$ cat config.mk
export PLATFORM = sky130hd
export DESIGN_NAME = cond_issue_ctrl
export DESIGN_NICKNAME = d
export VERILOG_FILES = /design/src/rtl/cond_issue_ctrl.sv
export SDC_FILE = /design/constraint.sdc
export NUM_CORES = 1
export LEC_CHECK = 0
export CAP_MARGIN = 20
export CORE_UTILIZATION = 48
export CTS_CLUSTER_SIZE = 16
export DETAILED_ROUTE_END_ITERATION = 12
export PLACE_DENSITY = 0.8
export SYNTH_ARGS = -nofsm -noshare
export SYNTH_HDL_FRONTEND = slang
export SYNTH_SLANG_ARGS = --single-unit
$ cat constraint.sdc
create_clock -name clk_i -period 4.6 [get_ports clk_i]
set_clock_uncertainty 0.1 [all_clocks]
set_input_delay 0.92 -clock clk_i [delete_from_list [all_inputs] [get_ports clk_i]]
set_output_delay 0.92 -clock clk_i [all_outputs]
set_load 0.1 [all_outputs]
$ cat src/rtl/cond_issue_ctrl.sv
// Decode-stage conditional issue controller: owns NZCV, counts in-flight flag
// setters, stalls conditional instructions until their flags are final.
module cond_issue_ctrl #(
    parameter int CNT_W = 2
) (
    input  logic             clk_i,
    input  logic             rst_i,
    input  logic             id_valid_i,
    input  logic [3:0]       id_cond_i,
    input  logic             id_sets_flags_i,
    input  logic             ex_ready_i,
    input  logic             flag_wr_i,
    input  logic [3:0]       flag_nzcv_i,
    input  logic             flush_i,
    input  logic [CNT_W-1:0] flush_setters_i,
    output logic [3:0]       nzcv_o,
    output logic             stall_o,
    output logic             issue_o,
    output logic             exec_en_o,
    output logic [CNT_W-1:0] pending_o
);

    typedef enum logic {ST_RUN, ST_WAIT} state_t;

    localparam logic [CNT_W-1:0] CNT_MAX = {CNT_W{1'b1}};
    localparam logic [CNT_W-1:0] CNT_ONE = {{(CNT_W-1){1'b0}}, 1'b1};

    state_t            state_q, state_d;
    logic [3:0]        nzcv_q, nzcv_d;
    logic [CNT_W-1:0]  pending_q, pending_d;

    logic              last_wr;
    logic              flags_ready;
    logic              need_wait;
    logic              full;
    logic [3:0]        flags;
    logic              cond_pass;
    logic signed [CNT_W+1:0] cnt_sum;

    assign last_wr     = flag_wr_i && (pending_q == CNT_ONE);
    assign flags_ready = (pending_q == '0) || last_wr;
    assign need_wait   = id_valid_i && (id_cond_i != 4'b1110) && !flags_ready;
    assign full        = (pending_q == CNT_MAX) && !flag_wr_i;
    assign flags       = last_wr ? flag_nzcv_i : nzcv_q;

    // Condition evaluation against bypassed flags {N,Z,C,V}
    always_comb begin
        cond_pass = 1'b0;
        unique case (id_cond_i)
            4'b0000: cond_pass = flags[2];
            4'b0001: cond_pass = !flags[2];
            4'b0010: cond_pass = flags[1];
            4'b0011: cond_pass = !flags[1];
            4'b0100: cond_pass = flags[3];
            4'b0101: cond_pass = !flags[3];
            4'b0110: cond_pass = flags[0];
            4'b0111: cond_pass = !flags[0];
            4'b1000: cond_pass = flags[1] && !flags[2];
            4'b1001: cond_pass = !flags[1] || flags[2];
            4'b1010: cond_pass = flags[3] == flags[0];
            4'b1011: cond_pass = flags[3] != flags[0];
            4'b1100: cond_pass = !flags[2] && (flags[3] == flags[0]);
            4'b1101: cond_pass = flags[2] || (flags[3] != flags[0]);
            4'b1110: cond_pass = 1'b1;
            default: cond_pass = 1'b0;
        endcase
    end

    assign stall_o   = id_valid_i && !flush_i &&
                       (need_wait || !ex_ready_i || (id_sets_flags_i && full));
    assign issue_o   = id_valid_i && !flush_i && !stall_o;
    assign exec_en_o = issue_o && cond_pass;

    // Signed sum so a decrement past zero (protocol error) clamps instead of wrapping
    always_comb begin
        cnt_sum = $signed({2'b00, pending_q});
        if (issue_o && exec_en_o && id_sets_flags_i)
            cnt_sum = cnt_sum + 1;
        if (flag_wr_i)
            cnt_sum = cnt_sum - 1;
        if (flush_i)
            cnt_sum = cnt_sum - $signed({2'b00, flush_setters_i});
        if (cnt_sum < 0)
            pending_d = '0;
        else if (cnt_sum > $signed({2'b00, CNT_MAX}))
            pending_d = CNT_MAX;
        else
            pending_d = cnt_sum[CNT_W-1:0];

        nzcv_d = flag_wr_i ? flag_nzcv_i : nzcv_q;
    end

    always_comb begin
        state_d = state_q;
        unique case (state_q)
            ST_RUN:  if (need_wait && !flush_i) state_d = ST_WAIT;
            ST_WAIT: if (flags_ready || flush_i) state_d = ST_RUN;
            default: state_d = ST_RUN;
        endcase
    end

    always_ff @(posedge clk_i) begin
        if (rst_i) begin
            state_q   <= ST_RUN;
            nzcv_q    <= 4'b0000;
            pending_q <= '0;
        end else begin
            state_q   <= state_d;
            nzcv_q    <= nzcv_d;
            pending_q <= pending_d;
        end
    end

    assign nzcv_o    = nzcv_q;
    assign pending_o = pending_q;

endmodule

==> Word level (Yosys, flattened, before mapping) <==
Cells that the tools add are included.
{ "word_totals": {"ff_bits": 6, "in_bits": 17, "out_inout_bits": 9, "wordCells": 62} }
{ "classes": {"add_sub_neg": 3, "magnitude_cmp": 2, "eq_ne": 19, "mux": 6, "n_reduce_logical": 30} }
{ "ops": {"columns": ["cell", "count"], "rows": [
  ["== test 4 bit (second input constant)", 7],
  ["== test 4 x 3 -> 1 bit (second input constant)", 4],
  ["one-hot mux 1 bit (15 select lines)", 1],
  ["logical AND 1 bit", 13],
  ["2-to-1 mux 4 bit", 3],
  ["zero test 1 bit", 9],
  ["== test 4 x 2 -> 1 bit (second input constant)", 2],
  ["logical OR 1 bit", 5],
  ["== test 4 x 1 -> 1 bit (second input constant)", 1],
  ["greater-than comparator 4 x 3 -> 1 bit (second input constant)", 1],
  ["zero test 4 bit", 1],
  ["less-than comparator 4 x 1 -> 1 bit (second input constant)", 1],
  ["inequality test 4 bit (second input constant)", 1],
  ["subtractor 4 x 2 -> 4 bit (second input constant)", 1],
  ["subtractor 4 x 3 -> 4 bit", 1],
  ["adder 2 x 1 -> 3 bit (second input constant)", 1],
  ["2-to-1 mux 3 bit", 1],
  ["== test 2 x 1 -> 1 bit (second input constant)", 1],
  ["== test 2 bit (second input constant)", 1],
  ["zero test 2 bit", 1],
  ["2-to-1 mux 2 bit", 1],
  ["OR reduction 2 bit", 1],
  ["== test 1 bit", 1],
  ["inequality test 1 bit", 1]
]} }

==> Depth between registers and ports, before layout <==
{ "depth": {"depth_word": 20, "mapped_depth": 15, "ltp_nobuf": 15} }

==> Worst setup path before layout <==
Ideal clock, no wire load.
{ "synth_path": {"path_kind": "register -> output", "from": "reg pending_q[1], in the netlist pending_o[1]", "to": "out exec_en_o", "arrival_ns": 5.547, "slack_ns": -1.967, "path_stages_with_launch": 8, "path_buffers": 0, "t_required_ns": 3.580, "path_cell_list": "dfxtp_1 inv_1 ha_1 and3_4 or4_1 a2111oi_4 nor3_1 nor4_1"} }
{ "synth_between": {"elab_chain_len": 11, "word_cells_on_any_way": 27, "classes_between": "eq/ne (4); mux (2); reduce/logical (21)"} }
{ "synth_lines": {"columns": ["element", "line_no", "source"], "rows": [
  ["start, declared", "30", "logic [CNT_W-1:0] pending_q, pending_d;"],
  ["start signal, assigned", "110", "pending_q <= pending_d;"],
  ["branches (longest 10 deep; another with one-hot mux 1 bit (15 select lines))", null, null],
  ["logical AND 1 bit *", "72", "assign exec_en_o = issue_o && cond_pass;"],
  ["end, declared", "19", "output logic exec_en_o,"]
]} }
Mark *: on every way between the ends.

==> Final worst setup path <==
{ "layout_path": {"from": "in flag_wr_i", "to": "reg pending_q[1], in the netlist pending_o[1]"} }
{ "layout_between": {"elab_chain_len": 19, "word_cells_on_any_way": 36, "classes_between": "add/sub (2); order compare (2); eq/ne (2); mux (6); reduce/logical (24)"} }
{ "layout_lines": {"columns": ["element", "line_no", "source"], "rows": [
  ["start, declared", "12", "input logic flag_wr_i,"],
  ["branches (longest 14 deep; another with subtractor 4 x 2 -> 4 bit)", null, null],
  ["2-to-1 mux 4 bit *", "79", "if (flag_wr_i)"],
  ["subtractor 4 x 3 -> 4 bit", "82", "cnt_sum = cnt_sum - $signed({2'b00, flush_setters_i});"],
  ["2-to-1 mux 4 bit *", "81", "if (flush_i)"],
  ["greater-than comparator 4 x 3 -> 1 bit / less-than comparator 4 x 1 -> 1 bit (equally long branches)", "85, 83", null],
  ["2-to-1 mux 2 bit / OR reduction 2 bit (equally long branches)", null, null]
]} }
Marked as above.
A chain may end at the register's enable or synchronous reset.

==> key figures <==
Status
  – Outcome: finished, final reports clean

Routing
  – Final ANT Viol Nets: 0
  – Vias per cell: 5.538
  – DR pass1 iterations: 4
  – DRT iter0 DRCs: 11
  – DRC viols: 0
  – Wire per inst: between 10 and 15 µm
  – Vias: around 950
  – Routed WL: between 2000 and 2500 µm

Floorplan
  – Core ar.: between 1500 and 2000 µm²
  – # rows: 15
  – Initial core utilization: 52.42%
  – # IOs: 26
  – Chip width: between 40 and 50 µm
  – DIE HEIGHT: approximately 46 µm
  – DIE AREA: between 2000 and 2500 µm²

Synth
  – Syn Inst Count: roughly 110
  – Post-synthesis compound-gate area fraction: roughly a fifth
  – Synth warnings: 0
  – Netlist Area Pre-Place: slightly above 900 µm²
  – Largest family of logic cells by synthesized area: simple AND/OR/NAND/NOR gates
  – Synth area leaders: dfxtp_1, mux2i_1, ha_1, nand2_1, nor3_1
  – Post-synthesis mux area share: between 15 and 20%
  – Synth Area in Adders: roughly a tenth
  – Sequential share of the synthesized area: between 10% and 20%
  – Post-synth ARST share: 0%
  – Synth cell types: 43
  – Post-synth top area share: between 10 and 15%
  – Synth area leader: dfxtp_1
  – Post-synth EDFFs: 0
  – Post-synthesis xor/xnor area fraction: under 10%
  – Post-synthesis simple-gate area fraction: between 20% and 30%
  – Seq cells post-synth: 6
  – Main flop type after synthesis: dfxtp_1
  – Syn Nets: between 100 and 150
  – Mapped Avg Cell Area: between 8 and 9 µm²

Finish
  – Post-route insts no fill: around 170
  – Nets: around 170
  – Area grow syn2layout: 42.30%
  – Most frequent cells in the layout: clkdlybuf4s50_1, mux2i_1, nand2_1, buf_4
  – Post-layout util: between 70% and 80%
  – Fill count: 142
  – Ratio of cells with drive above 1 in the final layout: a little under a fifth
  – Most common cell after layout, fill and taps aside: clkdlybuf4s50_1
  – Register area: roughly 120 µm²
  – N_diodes: 0
  – Fin area: 1330 µm²
  – Multi-input logic area: between 700 and 800 µm²

Setup path
  – Delay of the slowest cell on the worst path: around 0.55 ns
  – CP bufs+invs: 1
  – Critical path peak fanout: 4
  – Startpoint types: primary input
  – Top delay family on crit path: simple AND/OR/NAND/NOR gates
  – CP max stage cell: or4_1
  – Critical path endpoint category: register
  – Worst EP required: 4.66 ns
  – WS Path Type: primary input to register
  – Critical path arrival: 4.47 ns
  – Crit-path cells: clkdlybuf4s50_1 > and3_4 > or4_1 > a2111oi_4 > o31ai_4 > mux2i_1 > ha_1 > mux2i_1 > ha_1 > a211oi_1 > nand2_1 > xor2_1 > nor4_2

Global routing
  – Vias in the first global route: a little over 900
  – Number of antenna violations at the first check in global routing: 0
  – First-pass GRT wire length: approximately 3600 µm
  – Largest net degree at the start of global routing: 16
  – GRT overflow: 0
  – Total track usage: between 20% and 30%

Timing
  – Hold WS: 0.4334 ns
  – Final Max Slew Viols: 0
  – Post-layout minimum cycle time: 4.408 ns
  – Final setup viols: 0
  – Period utilization: approximately 96%
  – Worst Slack Setup Final: ~0.19 ns
  – Final hold viol count: 0
  – Sum Neg Setup Slack: 0 ns
  – Worst-margin pin slew: a little under 1 ns
  – RSZ-0062 raised after global routing: no
  – FMAX: 226.8 MHz
  – Slew margin rel.: a little over a third

Clock network
  – CTS buffer count: 3
  – Postcts setup bufs: 0
  – Clock root buffer: clkbuf_4
  – Clk slew on worst S/H paths: roughly 0.050 ns
  – Hold Buf Count CTS: 0
  – CTS tree: built
  – Clock sinks: 6
  – Post_cts resized: 0
  – Worst-skew pair later-pin latency: roughly 0.26 ns
  – CTS HTree Levels: 1
  – Clock buffer depth: 2

Placed design
  – Placed cell areas: about 1300 µm²
  – Placed Cells: approximately 170
  – DP Worst Slack: -0.06360 ns
  – Final GP Congestion: approximately 0.88
  – DP HPWL: 1878 µm
  – Buffers on Ports: 25

Power
  – Peak VDD IR: about 0.4 mV
  – P_leak: ~0.56 nW
  – Pwr dens: 418.8 nW/µm²
  – Final Power: between 0.5 and 0.6 mW

Worst hold path
  – Hold Crit Class: register to register

Run
  – Max-cap check violation count: 0
[cell type report]
| class | count | area share (%) |
|---|---|---|
| Sequential cell | 6 | 9.219 |
| Clock buffer | 3 | 1.693 |
| Inverter | 8 | 2.258 |
| Tap cell | 25 | 2.352 |
| Multi-Input combinational cell | 95 | 58.33 |
| Timing Repair Buffer | 34 | 26.15 |
[metal layers]
| layer | global-route usage [%] | up-vias | share of wire (%) |
|---|---|---|---|
| met5 | 0 | - | 0 |
| met4 | 7.647 | 0 | 1.1 |
| met1 | 24.11 | 437 | 39 |
| met2 | 47.89 | 28 | 55 |
| li1 | - | 480 | - |
| met3 | 5.490 | 2 | 5.2 |
[worst register-to-register path, cell delays in order (launching register included)]
cell and delay (ns):
dfxtp_2 0.35, inv_1 0.08, ha_1 0.27, and3_4 0.22, or4_1 0.55, a2111oi_4 0.42
o31ai_4 0.15, mux2i_1 0.21, ha_1 0.27, mux2i_1 0.24, ha_1 0.28, a211oi_1 0.21
nand2_1 0.09, xor2_1 0.18, nor4_2 0.21
[power by group]
| group | leakage (nW) | internal [mW] | total [mW] | switching [mW] |
|---|---|---|---|---|
| Clock | 0.0138 | 0.0298 | 0.0528 | 0.0231 |
| Sequential | 0.0503 | 0.0648 | 0.0783 | 0.0135 |
| Combinational | 0.498 | 0.165 | 0.426 | 0.261 |
| Total | 0.562 | 0.260 | 0.557 | 0.297 |
[worst paths after layout]
kind | start | end | slack (ns) | depth (start not counted)
max | flag_wr_i | pending_o[1] | 0.19 | 13
min | nzcv_o[1] | nzcv_o[1] | 0.43 | 2
min reg2reg | nzcv_o[1] | nzcv_o[1] | 0.43 | 2
max reg2reg | pending_o[1] | pending_o[1] | 0.67 | 14
[synth_stat cells, types with 3 or more instances]
master,number
ha_1,6
inv_1,8
o21ai_0,6
and3_1,4
nor2b_1,4
nor3_1,6
dfxtp_1,6
xnor2_1,3
mux2i_1,12
nand2_1,10
nor2_1,8
xor2_1,3
[logic make-up (layout without fill, tap and decap cells)]
logic type	after synthesis	count (layout)
AND/OR/NAND/NOR	46	46
AO/OA/AOI/OAI	22	22
multiplexers	14	14
buffers and inverters	12	45
adder cells (fa/ha/maj)	7	7
XOR/XNOR	6	6
flip-flops	6	6
[state kept, by name, indices dropped and copies added (netlist names)]
register   cells
nzcv_o         4
pending_o      2
Power figures use the tool's default switching activity.
